### src/rtl/mmio_pwm_led.sv
// mmio_pwm_led -- memory-mapped LED / RGB PWM peripheral.
//
// Responder on the core's data-memory bus. It decodes a 16-byte register
// window at BASE_ADDR, holds the duty and prescale registers and drives the
// board LED and RGB pins with 8-bit PWM (256 ticks per frame).
//
// Register map (byte offset from BASE_ADDR, mem_addr[1:0] ignored):
//   0x0 LED_DUTY  [7:0]                   rw
//   0x4 RGB_DUTY  R[7:0] G[15:8] B[23:16] rw
//   0x8 PRESCALE  [15:0]                  rw
//   0xC FRAME     frame counter           ro
//
// Optional build macro MMIO_PWM_FRAME_IRQ_EN: adds the irq output, a sticky
// frame-wrap flag cleared by any store to 0xC and read back as FRAME[31]
// (the counter then shrinks to 31 bits). Without it, stores to 0xC are
// ignored and FRAME is a full 32-bit counter.
//
// Ports:
//   clk, reset            system clock, synchronous active-high reset
//   mem_addr/we/wstrb/wdata  store request (single-cycle qualifier mem_we)
//   mem_re                load request (single-cycle qualifier)
//   mem_rdata/mem_rvalid  load response, one cycle after mem_re
//   LED                   user LED PWM, active-high
//   RGB_R/G/B             RGB PWM, inverted when RGB_ACTIVE_LOW
//   irq                   frame-wrap interrupt (macro builds only)

module mmio_pwm_led #(
    parameter logic [31:0] BASE_ADDR      = 32'hFFFF_FF00,
    parameter bit          RGB_ACTIVE_LOW = 1'b1,
    parameter logic [15:0] PRESCALE_RST   = 16'd0
) (
    input  logic        clk,
    input  logic        reset,
    input  logic [31:0] mem_addr,
    input  logic        mem_we,
    input  logic [3:0]  mem_wstrb,
    input  logic [31:0] mem_wdata,
    input  logic        mem_re,
    output logic [31:0] mem_rdata,
    output logic        mem_rvalid,
`ifdef MMIO_PWM_FRAME_IRQ_EN
    output logic        irq,
`endif
    output logic        LED,
    output logic        RGB_R,
    output logic        RGB_G,
    output logic        RGB_B
);

    // ------------------------------------------------------------------
    // Address decode
    // ------------------------------------------------------------------
    logic       sel;
    logic [1:0] off;
    logic       wr;
    logic       rd;

    assign sel = (mem_addr[31:4] == BASE_ADDR[31:4]);
    assign off = mem_addr[3:2];
    assign wr  = mem_we && sel;
    assign rd  = mem_re && sel;

    // Byte address bits and the top write byte never reach any register.
    logic unused_ok;
    assign unused_ok = ^{mem_addr[1:0], mem_wdata[31:24], mem_wstrb[3]};

    // ------------------------------------------------------------------
    // Programmed registers
    // ------------------------------------------------------------------
    logic [7:0]  led_duty;
    logic [23:0] rgb_duty;
    logic [15:0] prescale;

    always_ff @(posedge clk) begin
        if (reset) begin
            led_duty <= '0;
            rgb_duty <= '0;
            prescale <= PRESCALE_RST;
        end else if (wr) begin
            case (off)
                2'd0: if (mem_wstrb[0]) led_duty <= mem_wdata[7:0];
                2'd1: begin
                    for (int i = 0; i < 3; i++)
                        if (mem_wstrb[i]) rgb_duty[8*i +: 8] <= mem_wdata[8*i +: 8];
                end
                2'd2: begin
                    for (int i = 0; i < 2; i++)
                        if (mem_wstrb[i]) prescale[8*i +: 8] <= mem_wdata[8*i +: 8];
                end
                default: ; // FRAME is read-only
            endcase
        end
    end

    // ------------------------------------------------------------------
    // Prescaler and PWM counter
    // ------------------------------------------------------------------
    // Using >= rather than == makes a prescale value written below the
    // current count wrap immediately instead of running to 65535 first.
    logic [15:0] pcnt;
    logic [7:0]  pwm_cnt;
    logic        tick;
    logic        wrap;

    assign tick = (pcnt >= prescale);
    assign wrap = tick && (pwm_cnt == 8'hFF);

    always_ff @(posedge clk) begin
        if (reset) begin
            pcnt    <= '0;
            pwm_cnt <= '0;
        end else begin
            pcnt <= tick ? 16'd0 : pcnt + 16'd1;
            if (tick) pwm_cnt <= pwm_cnt + 8'd1;
        end
    end

    // ------------------------------------------------------------------
    // Shadow duties: reloaded only at the frame wrap so software updates
    // never produce a glitched partial frame.
    // ------------------------------------------------------------------
    logic [7:0]  sh_led;
    logic [23:0] sh_rgb;

    always_ff @(posedge clk) begin
        if (reset) begin
            sh_led <= '0;
            sh_rgb <= '0;
        end else if (wrap) begin
            sh_led <= led_duty;
            sh_rgb <= rgb_duty;
        end
    end

    // ------------------------------------------------------------------
    // Frame counter (and optional sticky wrap flag)
    // ------------------------------------------------------------------
    logic [31:0] frame_val;

`ifdef MMIO_PWM_FRAME_IRQ_EN
    logic [30:0] frame_cnt;
    logic        frame_flag;
    logic        frame_clr;

    assign frame_clr = wr && (off == 2'd3);

    always_ff @(posedge clk) begin
        if (reset) begin
            frame_cnt  <= '0;
            frame_flag <= 1'b0;
        end else begin
            if (wrap) frame_cnt <= frame_cnt + 31'd1;
            // set has priority over a coincident clear
            if (wrap)           frame_flag <= 1'b1;
            else if (frame_clr) frame_flag <= 1'b0;
        end
    end

    assign frame_val = {frame_flag, frame_cnt};
    assign irq       = frame_flag;
`else
    logic [31:0] frame_cnt;

    always_ff @(posedge clk) begin
        if (reset)     frame_cnt <= '0;
        else if (wrap) frame_cnt <= frame_cnt + 32'd1;
    end

    assign frame_val = frame_cnt;
`endif

    // ------------------------------------------------------------------
    // Read path: registered, so a same-cycle store is not yet visible and
    // the read returns the pre-write value.
    // ------------------------------------------------------------------
    logic [31:0] rd_mux;

    always_comb begin
        rd_mux = '0;
        case (off)
            2'd0:    rd_mux = {24'd0, led_duty};
            2'd1:    rd_mux = {8'd0, rgb_duty};
            2'd2:    rd_mux = {16'd0, prescale};
            default: rd_mux = frame_val;
        endcase
    end

    always_ff @(posedge clk) begin
        if (reset) begin
            mem_rdata  <= '0;
            mem_rvalid <= 1'b0;
        end else begin
            mem_rvalid <= rd;
            if (rd) mem_rdata <= rd_mux;
        end
    end

    // ------------------------------------------------------------------
    // Registered PWM outputs
    // ------------------------------------------------------------------
    always_ff @(posedge clk) begin
        if (reset) begin
            LED   <= 1'b0;
            RGB_R <= RGB_ACTIVE_LOW;
            RGB_G <= RGB_ACTIVE_LOW;
            RGB_B <= RGB_ACTIVE_LOW;
        end else begin
            LED   <= (pwm_cnt < sh_led);
            RGB_R <= (pwm_cnt < sh_rgb[7:0])   ^ RGB_ACTIVE_LOW;
            RGB_G <= (pwm_cnt < sh_rgb[15:8])  ^ RGB_ACTIVE_LOW;
            RGB_B <= (pwm_cnt < sh_rgb[23:16]) ^ RGB_ACTIVE_LOW;
        end
    end

endmodule

### config.mk
export PLATFORM = sky130hd
export DESIGN_NAME = mmio_pwm_led
export DESIGN_NICKNAME = d
export VERILOG_FILES = /design/src/rtl/mmio_pwm_led.sv
export SDC_FILE = /design/constraint.sdc
export NUM_CORES = 1
export LEC_CHECK = 0
export ABC_CLOCK_PERIOD_IN_PS = 5000
export BUFFER_PORTS_ARGS = -buffer_cell sky130_fd_sc_hd__buf_4
export CAP_MARGIN = 20
export CORE_ASPECT_RATIO = 1.1
export CORE_UTILIZATION = 45
export DETAILED_ROUTE_END_ITERATION = 7
export SLEW_MARGIN = 20
export SYNTH_ARGS = -nofsm -noshare
export SYNTH_HDL_FRONTEND = slang
export SYNTH_SLANG_ARGS = --single-unit
### constraint.sdc
create_clock -name clk -period 5 [get_ports clk]
set_input_delay 1 -clock clk [delete_from_list [all_inputs] [get_ports clk]]
set_output_delay 1 -clock clk [all_outputs]
set_load 0.01 [all_outputs]
### Word-level counts from Yosys, hierarchy flattened

Index checks and enable logic that the tools add are counted.

| word-level totals | value |
|---|---|
| input bits | 72 |
| output and inout port bits | 37 |
| word-level logic and storage cells | 44 |
| register bits | 173 |

| cells by class | value |
|---|---|
| muxes and demuxes | 1 |
| reduce and logical (&&, ||, !) cells | 11 |
| equal/unequal tests | 4 |
| order comparisons | 5 |
| add/subtract/negate cells | 3 |
| bitwise gates (word level) | 3 |

Operators by type and width:

| operator | count |
|---|---|
| case mux 32 bit (3 select lines) | 1 |
| adder 32 x 1 -> 32 bit, second input constant | 1 |
| < comparator 8 bit | 4 |
| equality test 28 bit, second input constant | 1 |
| AND reduction 3 bit | 6 |
| adder 16 x 1 -> 16 bit, second input constant | 1 |
| >= comparator 16 bit | 1 |
| adder 8 x 1 -> 8 bit, second input constant | 1 |
| equality test 8 bit, second input constant | 1 |
| logical AND 1 bit | 3 |
| NOT 1 bit | 3 |
| equality test 2 x 1 -> 1 bit, second input constant | 1 |
| equality test 2 bit, second input constant | 1 |
| zero test 2 bit | 1 |
| OR reduction 2 bit | 1 |

### Logic depth before layout (Yosys ltp)

Gate-level depths: netlist of run 1.

| depth | value |
|---|---|
| depth after elaboration | 3 |
| depth in mapped cells | 10 |
| depth with buffers taken out | 8 |

### Worst setup path before layout of run 1

Ideal clock, no wire load.

| timing path | value |
|---|---|
| kind | input port to flip-flop |
| start point | in mem_addr[5] |
| end point | reg prescale[10] |
| cell stages on the path | 7 |
| setup slack | 2.096 ns |
| data arrival time | 2.775 ns |
| path buffers | 1 |
| cell sequence | or4b_4 -> nor4_4 -> nand2_2 -> or4b_1 -> buf_6 -> mux2i_1 -> nor2_1 |

| between the ends | value |
|---|---|
| cells in the longest elaborated chain, start to end | 3 |

Ends and longest elaborated chain:

| element | RTL line | RTL |
|---|---|---|
| from (decl) | 34 | `input logic [31:0] mem_addr,` |
| equality test 28 bit | 58 | `assign sel = (mem_addr[31:4] == BASE_ADDR[31:4]);` |
| logical AND 1 bit | 60 | `assign wr = mem_we && sel;` |
| AND reduction 3 bit (no line) | n/a |  |
| to (signal, indexed assignment) | 88 | `if (mem_wstrb[i]) prescale[8*i +: 8] <= mem_wdata[8*i +: 8];` |
| to (decl) | 72 | `logic [15:0] prescale;` |

Every way passes these cells.
A chain may end at the register's enable or synchronous reset.

### Final worst setup path of run 1

| timing path | value |
|---|---|
| start point | reg prescale[7] |
| end point | reg sh_rgb[14] |

| between the ends | value |
|---|---|
| cells in the longest elaborated chain, start to end | 2 |

Ends and longest elaborated chain:

| element | RTL line | RTL |
|---|---|---|
| >= comparator 16 bit | 105 | `assign tick = (pcnt >= prescale);` |
| logical AND 1 bit | 106 | `assign wrap = tick && (pwm_cnt == 8'hFF);` |
| to (signal assigned) | 131 | `sh_rgb <= rgb_duty;` |
| to (decl) | 123 | `logic [23:0] sh_rgb;` |

Every way passes these cells.

==> results of run 1 <==
==> state kept, by name, summed over array words and instances (netlist names) <==
register	flops
sh_rgb	24
RGB_R	1
mem_rvalid	1
RGB_B	1
mem_rdata	32
rgb_duty	24
pcnt	16
sh_led	8
pwm_cnt	8
frame_cnt	32
led_duty	8
RGB_G	1
prescale	16
LED	1
==> where the power goes <==
group	switching [W]	leakage, nW	internal (W)
sequential	0.00000779	1.39	0.00138
combinational	0.0000825	2.20	0.0000654
clock	0.000567	0.274	0.000749
==> cells by family after synthesis <==
family / after synthesis / share of synthesized area
muxes: 94 / 0.126
AOI/OAI and AO/OA: 160 / 0.107
xor gates and xnor gates: 16 / 0.0162
and+or+nand+nor: 378 / 0.225
adders and majority gates: 47 / 0.0681
buffers and inverters: 126 / 0.0567
DFF: 173 / 0.401
==> cell type report <==
type | instances | share of cell area
multi-input combinational | 695 | 0.467
inverter | 53 | 0.0198
sequential | 173 | 0.344
clock buffer | 18 | 0.0436
tap | 243 | 0.0302
timing repair buffer | 109 | 0.0816
clock inverter | 13 | 0.0143
==> metrics by stage <==
stage	cell area, sq um	power [W]	worst slack (ps)	hold slack [ps]	std cells
after floorplan	8630	0.00150	2100	449	994
after global placement	9490	0.00157	1630	444	1273
after detailed placement	9490	0.00157	1610	444	1273
after CTS	10100	0.00288	1880	453	1304
after global routing	10100	0.00295	1660	471	1304
final	10100	0.00285	1890	451	1304
==> cells in the mapped netlist (5+ instances only) <==
| master | n | area share |
|---|---|---|
| sky130_fd_sc_hd__a211oi_1 | 5 | 0.0043 |
| sky130_fd_sc_hd__nand2_1 | 60 | 0.026 |
| sky130_fd_sc_hd__inv_1 | 53 | 0.023 |
| sky130_fd_sc_hd__xor2_1 | 11 | 0.011 |
| sky130_fd_sc_hd__nor2_1 | 109 | 0.047 |
| sky130_fd_sc_hd__mux4_2 | 8 | 0.021 |
| sky130_fd_sc_hd__nor2b_1 | 28 | 0.020 |
| sky130_fd_sc_hd__a21o_1 | 8 | 0.0070 |
| sky130_fd_sc_hd__nor2_2 | 8 | 0.0058 |
| sky130_fd_sc_hd__o21ai_0 | 54 | 0.031 |
| sky130_fd_sc_hd__or4_1 | 7 | 0.0061 |
| sky130_fd_sc_hd__a221oi_1 | 8 | 0.0081 |
| sky130_fd_sc_hd__nor4_1 | 19 | 0.014 |
| sky130_fd_sc_hd__mux2i_1 | 49 | 0.057 |
| sky130_fd_sc_hd__or3_1 | 8 | 0.0058 |
| sky130_fd_sc_hd__a21oi_1 | 70 | 0.041 |
| sky130_fd_sc_hd__clkbuf_1 | 56 | 0.024 |
| sky130_fd_sc_hd__mux2_2 | 37 | 0.048 |
| sky130_fd_sc_hd__ha_1 | 47 | 0.068 |
| sky130_fd_sc_hd__and3_1 | 7 | 0.0051 |
| sky130_fd_sc_hd__buf_2 | 7 | 0.0041 |
| sky130_fd_sc_hd__nand4_1 | 54 | 0.039 |
| sky130_fd_sc_hd__xnor2_1 | 5 | 0.0051 |
| sky130_fd_sc_hd__nor3_1 | 20 | 0.012 |
| sky130_fd_sc_hd__buf_1 | 9 | 0.0039 |
| sky130_fd_sc_hd__nand2b_1 | 6 | 0.0043 |
| sky130_fd_sc_hd__dfxtp_1 | 173 | 0.40 |
| sky130_fd_sc_hd__nand3_1 | 37 | 0.021 |
==> layer usage <==
layer  up-vias  routed length (um)  GRT usage  part of all wire
li1       3624                   -          -                 -
met2       114                9570      0.347              0.46
met5         -                   0          0                 0
met3        12                 610     0.0362             0.029
met1      3407               10600      0.322              0.51
met4         0                 151     0.0534            0.0072
==> worst reg2reg max path, stage by stage (launching register included) <==
cell	delay (ps)
sky130_fd_sc_hd__dfxtp_1	370
sky130_fd_sc_hd__inv_1	70
sky130_fd_sc_hd__ha_1	340
sky130_fd_sc_hd__a211oi_1	270
sky130_fd_sc_hd__nand3_1	100
sky130_fd_sc_hd__a31o_2	250
sky130_fd_sc_hd__a2bb2oi_4	650
sky130_fd_sc_hd__buf_4	430
sky130_fd_sc_hd__buf_4	270
sky130_fd_sc_hd__o21ai_0	90
sky130_fd_sc_hd__a21oi_1	200
==> worst paths after layout <==
path,from,end
hold / removal,mem_rdata[31],mem_rdata[31]
setup / recovery,prescale[7],sh_rgb[14]
hold reg to reg,mem_rdata[31],mem_rdata[31]
setup reg to reg,prescale[7],sh_rgb[14]
==> impl_results.html, run 1 <==
<table>
<tr><th>Metric</th><th>Value</th></tr>
<tr><th colspan="2">STA</th></tr>
<tr><td>Final-layout setup total negative slack</td><td>0 ps</td></tr>
<tr><td>Final Hold Viols</td><td>0</td></tr>
<tr><td>Headroom to the max-slew limit</td><td>0.315</td></tr>
<tr><td>Unrepaired setup endpoints after global routing</td><td>false</td></tr>
<tr><td>Slew @ Worst Pin</td><td>slightly above 1000 ps</td></tr>
<tr><td>Worst clock skew on the final layout</td><td>10.6 ps</td></tr>
<tr><td>Final worst path period need</td><td>between 3000 and 4000 ps</td></tr>
<tr><td># setup viols final</td><td>0</td></tr>
<tr><td>Achievable Freq</td><td>about 320 MHz</td></tr>
<tr><td>Final worst path period share</td><td>0.622</td></tr>
<tr><td>Number of pins exceeding their max-slew limit in the final report</td><td>0</td></tr>
<tr><th colspan="2">Clocking</th></tr>
<tr><td>Maximum clock path buffer count</td><td>2</td></tr>
<tr><td>Hold-fix buffers, CTS</td><td>0</td></tr>
<tr><td>Post CTS Setup Buffer Count</td><td>0</td></tr>
<tr><td>Clock root buffer</td><td>sky130_fd_sc_hd__clkbuf_16</td></tr>
<tr><td>Max H-tree Level</td><td>4</td></tr>
<tr><td>Sink Count</td><td>~170</td></tr>
<tr><td>CTS tree</td><td>yes</td></tr>
<tr><td>Clock-pin slew on the worst setup and hold paths</td><td>approximately 60 ps</td></tr>
<tr><td># resized after CTS</td><td>0</td></tr>
<tr><td>Clock buffers created by TritonCTS</td><td>17</td></tr>
<tr><td>Clock latency at the later pin of the worst-skew pair</td><td>around 430 ps</td></tr>
<tr><th colspan="2">Final layout</th></tr>
<tr><td>Fill cell instance count of the final layout</td><td>about 1800</td></tr>
<tr><td>Area added between synthesis and finish</td><td>16.6%</td></tr>
<tr><td>Core Util, Final</td><td>0.541</td></tr>
<tr><td>Fraction of layout instances using a drive strength above 1</td><td>0.193</td></tr>
<tr><td>Leading cell types in the layout, fill and taps excluded</td><td>sky130_fd_sc_hd__dfxtp_1, sky130_fd_sc_hd__nor2_1, sky130_fd_sc_hd__buf_4</td></tr>
<tr><td>Number of nets at the end of the flow</td><td>about 1200</td></tr>
<tr><td>Most common library cell in the layout ignoring fill and taps</td><td>sky130_fd_sc_hd__dfxtp_1</td></tr>
<tr><td>Sequential cell area</td><td>~0.0035 sq mm</td></tr>
<tr><td>Count of antenna diodes in the layout</td><td>0</td></tr>
<tr><td>Area used by multi-input combinational logic</td><td>about 0.0047 sq mm</td></tr>
<tr><th colspan="2">Synth</th></tr>
<tr><td>Distinct cells, synth</td><td>51</td></tr>
<tr><td>Count of flip-flops with a built-in enable after synthesis</td><td>0</td></tr>
<tr><td>Mean instance size in the synthesized netlist</td><td>~8.7 sq um</td></tr>
<tr><td>Mapped Nets</td><td>about 1100</td></tr>
<tr><td>Number of register bits inferred by synthesis</td><td>173</td></tr>
<tr><td>Syn Std Cell Area</td><td>between 0.008 and 0.009 sq mm</td></tr>
<tr><td>Portion of the post-synthesis area used by sequential elements</td><td>0.401</td></tr>
<tr><td>Count of mapped cells out of synthesis</td><td>~990</td></tr>
<tr><td>Syn. warnings</td><td>0</td></tr>
<tr><td>Async S/R FF share, synth</td><td>0</td></tr>
<tr><td>Top_reg_cell synth</td><td>sky130_fd_sc_hd__dfxtp_1</td></tr>
<tr><th colspan="2">Floorplanning</th></tr>
<tr><td>Die extent in x</td><td>134 um</td></tr>
<tr><td>Top Ports</td><td>about 110</td></tr>
<tr><td>Effective utilization at floorplan</td><td>0.464</td></tr>
<tr><td>Die height</td><td>147 um</td></tr>
<tr><td>DIE AREA</td><td>a little under 0.02 sq mm</td></tr>
<tr><td>Std cell rows</td><td>between 50 and 60</td></tr>
<tr><td>Placeable Area</td><td>roughly 0.019 sq mm</td></tr>
<tr><th colspan="2">Power and ir drop</th></tr>
<tr><td>Leak</td><td>a little under 4 nW</td></tr>
<tr><td>Max VDD drop</td><td>roughly 230 uV</td></tr>
<tr><td>Power per unit of standard cell area</td><td>between 200 and 300 mW/mm^2</td></tr>
<tr><th colspan="2">Global route</th></tr>
<tr><td>Grt ovf</td><td>0</td></tr>
<tr><td>Number of global-route vias before repair</td><td>slightly below 7000</td></tr>
<tr><td>Tot GR Track Use</td><td>0.223</td></tr>
<tr><td>Largest net degree at the start of global routing</td><td>100</td></tr>
<tr><td>Initial antenna violation count</td><td>0</td></tr>
<tr><td>First-pass GRT wire length</td><td>about 35 mm</td></tr>
<tr><th colspan="2">Route</th></tr>
<tr><td>DRT Pass-1 Iters</td><td>4</td></tr>
<tr><td>Final Routed Wirelength</td><td>about 21 mm</td></tr>
<tr><td>Starting DRT DRC Count</td><td>approximately 420</td></tr>
<tr><td>Wirelength per Cell</td><td>16.1 um</td></tr>
<tr><td>Drt drc</td><td>0</td></tr>
<tr><td>Antenna-violating nets left</td><td>0</td></tr>
<tr><td>Vias after detailed routing</td><td>7157</td></tr>
<tr><td>Per-cell via count in the routed design</td><td>about 5.5</td></tr>
<tr><th colspan="2">Placed design</th></tr>
<tr><td>Dpl hpwl</td><td>between 10 and 15 mm</td></tr>
<tr><td>IO Port Bufs</td><td>97</td></tr>
<tr><td>Placer's final routability congestion estimate</td><td>approximately 0.75</td></tr>
<tr><th colspan="2">Worst setup path</th></tr>
<tr><td>Dominant delay contributor by cell family on the critical path</td><td>compound AO/OA/AOI/OAI gates</td></tr>
<tr><td>Number of cells on the critical path</td><td>10</td></tr>
<tr><td>Depth of the worst register-to-register path</td><td>10</td></tr>
<tr><td>CP Cell Sequence</td><td>inv_1, ha_1, a211oi_1, nand3_1, a31o_2, a2bb2oi_4, buf_4, buf_4, o21ai_0, a21oi_1</td></tr>
<tr><td>CP Data Arrival Time</td><td>approximately 3500 ps</td></tr>
<tr><td>Class of the most critical setup path</td><td>reg2reg</td></tr>
<tr><td>Register-to-register setup slack</td><td>1890 ps</td></tr>
<tr><td>Buffers and inverters on the worst path</td><td>3</td></tr>
<tr><td>Worst path slowest cell</td><td>sky130_fd_sc_hd__a2bb2oi_4</td></tr>
<tr><td>Cell mode on critical path</td><td>sky130_fd_sc_hd__buf_4</td></tr>
<tr><td>Largest incremental delay on the critical path</td><td>~650 ps</td></tr>
<tr><td>Crit Path Max Fanout</td><td>35</td></tr>
<tr><td>Capturing element type of the critical path</td><td>flip-flop</td></tr>
<tr><td>Worst endpoint required time</td><td>about 5400 ps</td></tr>
<tr><td>Startpoint Class</td><td>flip-flop</td></tr>
<tr><th colspan="2">Worst hold path</th></tr>
<tr><td>Type of the worst min-delay path</td><td>reg2reg</td></tr>
<tr><td>Number of cells traversed by the worst hold path</td><td>2</td></tr>
<tr><th colspan="2">Flow run</th></tr>
<tr><td>Number of violations of the max-capacitance limit</td><td>0</td></tr>
<tr><th colspan="2">Status</th></tr>
<tr><td>Result of the run</td><td>completed</td></tr>
</table>
No activity file was read; power rests on OpenSTA's default activity.
==> run 2: changes to the inputs <==
--- a/config.mk
+++ b/config.mk
@@ -5,7 +5,8 @@
 export SDC_FILE = /design/constraint.sdc
 export NUM_CORES = 1
 export LEC_CHECK = 0
-export ABC_CLOCK_PERIOD_IN_PS = 5000
+export ABC_AREA = 1
+export ABC_CLOCK_PERIOD_IN_PS = 2900
 export BUFFER_PORTS_ARGS = -buffer_cell sky130_fd_sc_hd__buf_4
 export CAP_MARGIN = 20
 export CORE_ASPECT_RATIO = 1.1
==> constraint.sdc (replaced) <==
create_clock -name clk -period 2.9 [get_ports clk]
set_input_delay 0.58 -clock clk [delete_from_list [all_inputs] [get_ports clk]]
set_output_delay 0.58 -clock clk [all_outputs]
set_load 0.01 [all_outputs]
==> run 2 against run 1 <==
Against the previous run:
- setup slack got worse by 1300 ps
- clock-buffer cell count increased by 3
- non-clock buffer count increased by 9
- sequential power increased by 72%
- clock skew decreased by 1.7 ps
- final cell count increased by 28%
- hold slack got worse by 77 ps
- via count increased by 18%
- total power increased by 70%
==> impl_results.html, run 2 <==
<table>
<tr><th>Metric</th><th>Value</th></tr>
<tr><th colspan="2">Synth</th></tr>
<tr><td>Distinct cells, synth</td><td>34</td></tr>
<tr><td>Leading post-synthesis cells by cell area</td><td>sky130_fd_sc_hd__dfxtp_1, sky130_fd_sc_hd__nand2_1, sky130_fd_sc_hd__nor2_1</td></tr>
<tr><td>Syn Std Cell Area</td><td>roughly 0.009 sq mm</td></tr>
<tr><td>Count of flip-flops with a built-in enable after synthesis</td><td>0</td></tr>
<tr><td>Count of mapped cells out of synthesis</td><td>approximately 1300</td></tr>
<tr><td>Mapped Nets</td><td>between 1000 and 1500</td></tr>
<tr><td>Count leader, synth</td><td>sky130_fd_sc_hd__nand2_1</td></tr>
<tr><td>Mean instance size in the synthesized netlist</td><td>6.73 sq um</td></tr>
<tr><td>Portion of the post-synthesis area used by sequential elements</td><td>0.386</td></tr>
<tr><td>Number of register bits inferred by synthesis</td><td>~170</td></tr>
<tr><td>Async S/R FF share, synth</td><td>0</td></tr>
<tr><td>Area share of the leading cell type in the synthesized netlist</td><td>0.386</td></tr>
<tr><td>Synth cell count leaders</td><td>sky130_fd_sc_hd__nand2_1, sky130_fd_sc_hd__nor2_1, sky130_fd_sc_hd__dfxtp_1, sky130_fd_sc_hd__inv_1, sky130_fd_sc_hd__nand3_1</td></tr>
<tr><td>Syn. warnings</td><td>0</td></tr>
<tr><td>Cell taking the most area after synthesis</td><td>sky130_fd_sc_hd__dfxtp_1</td></tr>
<tr><td>Top_reg_cell synth</td><td>sky130_fd_sc_hd__dfxtp_1</td></tr>
<tr><th colspan="2">STA</th></tr>
<tr><td>Final WS setup</td><td>approximately 560 ps</td></tr>
<tr><td>Final Hold Viols</td><td>0</td></tr>
<tr><td>Final worst path period share</td><td>0.807</td></tr>
<tr><td>Unrepaired setup endpoints after global routing</td><td>false</td></tr>
<tr><td># setup viols final</td><td>0</td></tr>
<tr><td>Final worst path period need</td><td>between 2000 and 2500 ps</td></tr>
<tr><td>Slew @ Worst Pin</td><td>roughly 700 ps</td></tr>
<tr><td>Achievable Freq</td><td>roughly 430 MHz</td></tr>
<tr><td>Headroom to the max-slew limit</td><td>0.530</td></tr>
<tr><td>Worst clock skew on the final layout</td><td>just under 9 ps</td></tr>
<tr><td>Final-layout setup total negative slack</td><td>0 ps</td></tr>
<tr><td>Number of pins exceeding their max-slew limit in the final report</td><td>0</td></tr>
<tr><th colspan="2">Clocking</th></tr>
<tr><td>Max H-tree Level</td><td>4</td></tr>
<tr><td>Clock root buffer</td><td>sky130_fd_sc_hd__clkbuf_16</td></tr>
<tr><td>Maximum clock path buffer count</td><td>2</td></tr>
<tr><td>Clock latency at the later pin of the worst-skew pair</td><td>between 400 and 500 ps</td></tr>
<tr><td>CTS tree</td><td>yes</td></tr>
<tr><td># resized after CTS</td><td>0</td></tr>
<tr><td>Clock-pin slew on the worst setup and hold paths</td><td>about 70 ps</td></tr>
<tr><td>Post CTS Setup Buffer Count</td><td>0</td></tr>
<tr><td>Hold-fix buffers, CTS</td><td>0</td></tr>
<tr><td>Clock buffers created by TritonCTS</td><td>17</td></tr>
<tr><td>Sink Count</td><td>between 150 and 200</td></tr>
<tr><th colspan="2">Placed design</th></tr>
<tr><td>Placer's final routability congestion estimate</td><td>roughly 0.84</td></tr>
<tr><td>Setup WS pre-CTS</td><td>574 ps</td></tr>
<tr><td>Dpl hpwl</td><td>about 17 mm</td></tr>
<tr><td>IO Port Bufs</td><td>97</td></tr>
<tr><th colspan="2">Global route</th></tr>
<tr><td>First-pass GRT wire length</td><td>around 39 mm</td></tr>
<tr><td>Tot GR Track Use</td><td>0.243</td></tr>
<tr><td>Grt ovf</td><td>0</td></tr>
<tr><td>Number of global-route vias before repair</td><td>about 7700</td></tr>
<tr><td>Initial antenna violation count</td><td>0</td></tr>
<tr><td>Largest net degree at the start of global routing</td><td>roughly 130</td></tr>
<tr><th colspan="2">Worst setup path</th></tr>
<tr><td>Crit Path Max Fanout</td><td>17</td></tr>
<tr><td>Startpoint Class</td><td>flip-flop</td></tr>
<tr><td>Class of the most critical setup path</td><td>reg2reg</td></tr>
<tr><td>Capturing element type of the critical path</td><td>flip-flop</td></tr>
<tr><td>CP Data Arrival Time</td><td>2660 ps</td></tr>
<tr><td>Worst endpoint required time</td><td>3220 ps</td></tr>
<tr><th colspan="2">Final layout</th></tr>
<tr><td>Core Util, Final</td><td>0.542</td></tr>
<tr><td>Number of nets at the end of the flow</td><td>about 1500</td></tr>
<tr><td>Most common library cell in the layout ignoring fill and taps</td><td>sky130_fd_sc_hd__nand2_1</td></tr>
<tr><td>Leading cell types in the layout, fill and taps excluded</td><td>sky130_fd_sc_hd__nand2_1, sky130_fd_sc_hd__nor2_1, sky130_fd_sc_hd__dfxtp_1</td></tr>
<tr><td>Fraction of layout instances using a drive strength above 1</td><td>0.112</td></tr>
<tr><td>Area added between synthesis and finish</td><td>16.7%</td></tr>
<tr><td>Top Registers</td><td>frame_cnt x32, mem_rdata x32</td></tr>
<tr><td>Count of antenna diodes in the layout</td><td>0</td></tr>
<tr><th colspan="2">Flow run</th></tr>
<tr><td>Number of violations of the max-capacitance limit</td><td>0</td></tr>
<tr><th colspan="2">Worst hold path</th></tr>
<tr><td>Type of the worst min-delay path</td><td>in2reg</td></tr>
<tr><th colspan="2">Floorplanning</th></tr>
<tr><td>Placeable Area</td><td>~0.019 sq mm</td></tr>
<tr><td>Die height</td><td>around 150 um</td></tr>
<tr><td>Std cell rows</td><td>53</td></tr>
<tr><td>Top Ports</td><td>roughly 110</td></tr>
<tr><td>Die extent in x</td><td>~140 um</td></tr>
<tr><td>Effective utilization at floorplan</td><td>0.464</td></tr>
<tr><td>DIE AREA</td><td>0.0205 sq mm</td></tr>
<tr><th colspan="2">Route</th></tr>
<tr><td>Vias after detailed routing</td><td>approximately 8400</td></tr>
<tr><td>Per-cell via count in the routed design</td><td>roughly 5.0</td></tr>
<tr><td>Drt drc</td><td>0</td></tr>
<tr><td>DRT Pass-1 Iters</td><td>5</td></tr>
<tr><td>Wirelength per Cell</td><td>between 10 and 15 um</td></tr>
<tr><td>Final Routed Wirelength</td><td>between 20 and 25 mm</td></tr>
<tr><td>Starting DRT DRC Count</td><td>around 540</td></tr>
<tr><td>Antenna-violating nets left</td><td>0</td></tr>
<tr><th colspan="2">Power and ir drop</th></tr>
<tr><td>Power per unit of standard cell area</td><td>about 460 mW/mm^2</td></tr>
<tr><td>Leak</td><td>approximately 4.5 nW</td></tr>
<tr><td>Max VDD drop</td><td>roughly 380 uV</td></tr>
<tr><th colspan="2">Status</th></tr>
<tr><td>Result of the run</td><td>completed</td></tr>
</table>
[run 2: changes by cell type in the layout (fill, tap and decap cells not counted), moves of 14 or more]
cell	delta
sky130_fd_sc_hd__nand2_1	+262
sky130_fd_sc_hd__nor2_1	+144
sky130_fd_sc_hd__inv_1	+83
sky130_fd_sc_hd__nand3_1	+80
sky130_fd_sc_hd__mux2i_1	-49
sky130_fd_sc_hd__mux2_2	-37
sky130_fd_sc_hd__nand4_1	-35
sky130_fd_sc_hd__a21oi_1	+34
sky130_fd_sc_hd__nor2b_1	-28
sky130_fd_sc_hd__o21ai_0	-28
sky130_fd_sc_hd__nor4_1	-19
sky130_fd_sc_hd__o22ai_1	+14
[run 2: cells by family after synthesis]
group,after synthesis,share of synthesized area
xor gates and xnor gates,11,0.0107
buffers and inverters,197,0.0924
adders and majority gates,47,0.0656
and+or+nand+nor,738,0.341
AOI/OAI and AO/OA,166,0.103
DFF,173,0.386
[run 2: stage by stage]
step                instance area (sq um)  hold slack, ps  total power [W]  instances
finish                              10500             374          0.00485       1670
global route                        10500             371          0.00501       1670
CTS                                 10500             359          0.00490       1670
detailed placement                   9890             452          0.00268       1638
global placement                     9890             447          0.00268       1638
floorplan                            8960             430          0.00255       1332
[run 2: layer usage]
layer  track usage  wire, um  up-vias
met1         0.320     11500     3828
met4        0.0678       302        0
met2         0.406     11400      145
met5             0         0        -
met3        0.0413       763       17
li1              -         -     4441
[run 2: cell type report]
cell class	instances	area, sq um
Multi-Input combinational cell	962	4680
Sequential cell	173	3460
Timing Repair Buffer	118	923
Fill cell	1998	8840
Clock inverter	11	108
Inverter	138	520
Clock buffer	21	460
Tap cell	247	309
[run 2: worst max-delay path, cell delays in order (launching register included)]
cell                      delay (ps)
sky130_fd_sc_hd__dfxtp_1         540
sky130_fd_sc_hd__ha_1            270
sky130_fd_sc_hd__nand2_1          80
sky130_fd_sc_hd__nor2_2          190
sky130_fd_sc_hd__nand3_2         200
sky130_fd_sc_hd__inv_2           310
sky130_fd_sc_hd__buf_4           290
sky130_fd_sc_hd__nand2_1          70
sky130_fd_sc_hd__inv_1            70
sky130_fd_sc_hd__nand3_1          70
sky130_fd_sc_hd__nand2_1          90
sky130_fd_sc_hd__nor2_1           40
[run 2: worst paths after layout]
kind	startpoint	endpoint	slack [ps]	depth (start not counted)
hold reg to reg	pcnt[0]	pcnt[0]	460	1
setup reg to reg	pwm_cnt[1]	frame_cnt[15]	560	11
hold / removal	mem_wdata[19]	rgb_duty[19]	370	3
setup / recovery	pwm_cnt[1]	frame_cnt[15]	560	11
[run 2: power by group]
group | internal [W] | leakage [nW] | total (W) | switching, W
sequential | 0.00238 | 1.39 | 0.00239 | 0.0000107
combinational | 0.000101 | 2.85 | 0.000233 | 0.000133
clock | 0.00124 | 0.275 | 0.00222 | 0.000977
==> run 3: changes to the inputs <==
--- a/config.mk
+++ b/config.mk
@@ -6,12 +6,13 @@
 export NUM_CORES = 1
 export LEC_CHECK = 0
 export ABC_AREA = 1
-export ABC_CLOCK_PERIOD_IN_PS = 2900
+export ABC_CLOCK_PERIOD_IN_PS = 2100
 export BUFFER_PORTS_ARGS = -buffer_cell sky130_fd_sc_hd__buf_4
 export CAP_MARGIN = 20
 export CORE_ASPECT_RATIO = 1.1
 export CORE_UTILIZATION = 45
 export DETAILED_ROUTE_END_ITERATION = 7
+export PLACE_DENSITY = 0.67
 export SLEW_MARGIN = 20
 export SYNTH_ARGS = -nofsm -noshare
 export SYNTH_HDL_FRONTEND = slang
==> constraint.sdc (replaced) <==
create_clock -name clk -period 2.1 [get_ports clk]
set_input_delay 0.42 -clock clk [delete_from_list [all_inputs] [get_ports clk]]
set_output_delay 0.42 -clock clk [all_outputs]
set_load 0.01 [all_outputs]
==> run 3 against run 2 <==
Against the previous run:
- core utilization grew 2.0 points
- total power grew 41%
- first-iteration DRC count grew 13%
- flip-flop and latch count is the same
- final area grew 3.8%
- fmax grew 18%
==> impl_results.html, run 3 (same netlist as run 2, synthesis figures left out) <==
<table>
<tr><th>Metric</th><th>Value</th></tr>
<tr><th colspan="2">Power and ir drop</th></tr>
<tr><td>Final total power</td><td>around 0.0068 W</td></tr>
<tr><td>Power per unit of standard cell area</td><td>around 630 mW/mm^2</td></tr>
<tr><td>Leak</td><td>4.73 nW</td></tr>
<tr><td>Max VDD drop</td><td>523 uV</td></tr>
<tr><th colspan="2">Clocking</th></tr>
<tr><td>Sink Count</td><td>roughly 170</td></tr>
<tr><td>CTS tree</td><td>yes</td></tr>
<tr><td>Clock latency at the later pin of the worst-skew pair</td><td>440 ps</td></tr>
<tr><td>Max H-tree Level</td><td>4</td></tr>
<tr><td>Maximum clock path buffer count</td><td>2</td></tr>
<tr><td>Hold-fix buffers, CTS</td><td>0</td></tr>
<tr><td>Clock-pin slew on the worst setup and hold paths</td><td>around 70 ps</td></tr>
<tr><td>Clock buffers created by TritonCTS</td><td>17</td></tr>
<tr><td>Clock root buffer</td><td>sky130_fd_sc_hd__clkbuf_16</td></tr>
<tr><th colspan="2">STA</th></tr>
<tr><td>Final WS setup</td><td>around 120 ps</td></tr>
<tr><td>Final Hold Viols</td><td>0</td></tr>
<tr><td>Final-layout setup total negative slack</td><td>0 ps</td></tr>
<tr><td>Final worst path period need</td><td>roughly 2000 ps</td></tr>
<tr><td>Number of pins exceeding their max-slew limit in the final report</td><td>0</td></tr>
<tr><td># setup viols final</td><td>0</td></tr>
<tr><td>Hold WS</td><td>between 200 and 250 ps</td></tr>
<tr><td>Achievable Freq</td><td>504 MHz</td></tr>
<tr><td>Worst clock skew on the final layout</td><td>around 13 ps</td></tr>
<tr><td>Slew @ Worst Pin</td><td>between 600 and 700 ps</td></tr>
<tr><td>Final worst path period share</td><td>0.944</td></tr>
<tr><td>Headroom to the max-slew limit</td><td>0.571</td></tr>
<tr><th colspan="2">Worst setup path</th></tr>
<tr><td>Capturing element type of the critical path</td><td>flip-flop</td></tr>
<tr><td>Class of the most critical setup path</td><td>reg2reg</td></tr>
<tr><td>Startpoint Class</td><td>flip-flop</td></tr>
<tr><td>Worst endpoint required time</td><td>~2400 ps</td></tr>
<tr><td>Crit Path Max Fanout</td><td>13</td></tr>
<tr><td>CP Data Arrival Time</td><td>~2300 ps</td></tr>
<tr><td>Register-to-register setup slack</td><td>around 120 ps</td></tr>
<tr><th colspan="2">Final layout</th></tr>
<tr><td>Fraction of layout instances using a drive strength above 1</td><td>0.135</td></tr>
<tr><td>Number of nets at the end of the flow</td><td>between 1500 and 2000</td></tr>
<tr><td>Leading cell types in the layout, fill and taps excluded</td><td>sky130_fd_sc_hd__nand2_1, sky130_fd_sc_hd__nor2_1, sky130_fd_sc_hd__dfxtp_1</td></tr>
<tr><td>Most common library cell in the layout ignoring fill and taps</td><td>sky130_fd_sc_hd__nand2_1</td></tr>
<tr><td>Fill cell instance count of the final layout</td><td>approximately 1900</td></tr>
<tr><td>Area added between synthesis and finish</td><td>21.1%</td></tr>
<tr><td>Count of antenna diodes in the layout</td><td>0</td></tr>
<tr><td>Cell area after layout</td><td>approximately 0.011 sq mm</td></tr>
<tr><td>Top Registers</td><td>frame_cnt x32, mem_rdata x32</td></tr>
<tr><th colspan="2">Floorplanning</th></tr>
<tr><td>Placeable Area</td><td>~0.019 sq mm</td></tr>
<tr><td>DIE AREA</td><td>between 0.02 and 0.025 sq mm</td></tr>
<tr><td>Effective utilization at floorplan</td><td>0.464</td></tr>
<tr><td>Std cell rows</td><td>between 50 and 60</td></tr>
<tr><td>Die height</td><td>between 150 and 200 um</td></tr>
<tr><td>Die extent in x</td><td>137 um</td></tr>
<tr><td>Top Ports</td><td>roughly 110</td></tr>
<tr><th colspan="2">Route</th></tr>
<tr><td>Vias after detailed routing</td><td>a little under 9000</td></tr>
<tr><td>Drt drc</td><td>0</td></tr>
<tr><td>Wirelength per Cell</td><td>14.1 um</td></tr>
<tr><td>Per-cell via count in the routed design</td><td>5.11</td></tr>
<tr><td>DRT Pass-1 Iters</td><td>5</td></tr>
<tr><td>Final Routed Wirelength</td><td>24.0 mm</td></tr>
<tr><td>Antenna-violating nets left</td><td>0</td></tr>
<tr><td>Starting DRT DRC Count</td><td>between 600 and 700</td></tr>
<tr><th colspan="2">Global route</th></tr>
<tr><td>First-pass GRT wire length</td><td>38.3 mm</td></tr>
<tr><td>Met1 global-route usage</td><td>0.313</td></tr>
<tr><td>Largest net degree at the start of global routing</td><td>41</td></tr>
<tr><td>Busiest grt layer</td><td>met2</td></tr>
<tr><td>Met3 routing resource usage after global routing</td><td>0.0457</td></tr>
<tr><td>Grt ovf</td><td>0</td></tr>
<tr><td>Tot GR Track Use</td><td>0.241</td></tr>
<tr><td>Initial antenna violation count</td><td>0</td></tr>
<tr><td>Met2 global-route usage</td><td>0.391</td></tr>
<tr><td>Number of global-route vias before repair</td><td>a little under 8000</td></tr>
<tr><th colspan="2">Placed design</th></tr>
<tr><td>Placer's final routability congestion estimate</td><td>a little under 0.9</td></tr>
<tr><td>IO Port Bufs</td><td>97</td></tr>
<tr><td>Setup WS pre-CTS</td><td>around 43 ps</td></tr>
<tr><td>Dpl hpwl</td><td>approximately 17 mm</td></tr>
<tr><td>DP Area</td><td>slightly above 0.01 sq mm</td></tr>
<tr><th colspan="2">Worst hold path</th></tr>
<tr><td>Type of the worst min-delay path</td><td>in2reg</td></tr>
<tr><th colspan="2">Flow run</th></tr>
<tr><td>Number of violations of the max-capacitance limit</td><td>0</td></tr>
<tr><th colspan="2">Status</th></tr>
<tr><td>Result of the run</td><td>completed</td></tr>
</table>
-- run 3: cell count changes in the layout (fill, tap and decap cells not counted), moves of 2 or more --
cell	change
sky130_fd_sc_hd__buf_4	+26
sky130_fd_sc_hd__buf_12	+4
sky130_fd_sc_hd__inv_6	-3
sky130_fd_sc_hd__clkbuf_16	+2
-- run 3: path summary, 6_finish.rpt --
kind                                    start             to  cells after the start
worst max-delay path              prescale[3]  frame_cnt[22]                     14
worst min-delay path            mem_wdata[17]   rgb_duty[17]                      3
worst max register to register    prescale[3]  frame_cnt[22]                     14
worst min register to register  mem_rdata[23]  mem_rdata[23]                      2
-- run 3: layer usage --
layer,vias to the layer above,part of all wire
met5,-,0
met4,0,0.028
met3,42,0.047
met2,199,0.47
met1,3939,0.46
li1,4521,-
-- run 3: what timing repair did --
| action | CTS | global route |
|---|---|---|
| gates cloned | 2 | 2 |
| endpoints found under the setup margin | 1 | 86 |
| pin swaps | 2 | 3 |
| resized for setup | 1 | 5 |
| buffers inserted | 2 | 1 |
-- run 3: worst max-delay path, cell delays in order, from the launching register on --
cell and delay, ps:
sky130_fd_sc_hd__dfxtp_1 310, sky130_fd_sc_hd__inv_1 70, sky130_fd_sc_hd__ha_1 310, sky130_fd_sc_hd__nand2_1 70, sky130_fd_sc_hd__nor2_1 100, sky130_fd_sc_hd__nor2_1 40, sky130_fd_sc_hd__nand2_1 60, sky130_fd_sc_hd__nand2_1 50
sky130_fd_sc_hd__nand2_1 100, sky130_fd_sc_hd__nand2_4 100, sky130_fd_sc_hd__nand2_8 170, sky130_fd_sc_hd__buf_12 170, sky130_fd_sc_hd__nand2_1 90, sky130_fd_sc_hd__nor2_1 140, sky130_fd_sc_hd__nor2_1 70
-- run 3: where the power goes --
part	internal, W	switching [W]
Sequential	0.00329	0.00000596
Clock	0.00179	0.00137
Combinational	0.000156	0.000192
Total	0.00524	0.00157
-- run 3: area by class of cell --
cell class | count | area (sq um) | share of cell area
tap | 247 | 309 | 0.0285
timing repair buffer | 151 | 1280 | 0.118
multi-input combinational | 963 | 4700 | 0.433
clock buffer | 19 | 443 | 0.0408
inverter | 138 | 520 | 0.0480
sequential | 173 | 3460 | 0.319
clock inverter | 12 | 139 | 0.0128
-- run 3: through the flow --
step / util / cells
after floorplan: - / 1332
after global placement: 0.526 / 1665
after detailed placement: 0.526 / 1665
after CTS: 0.559 / 1700
after global routing: 0.562 / 1703
final: 0.562 / 1703
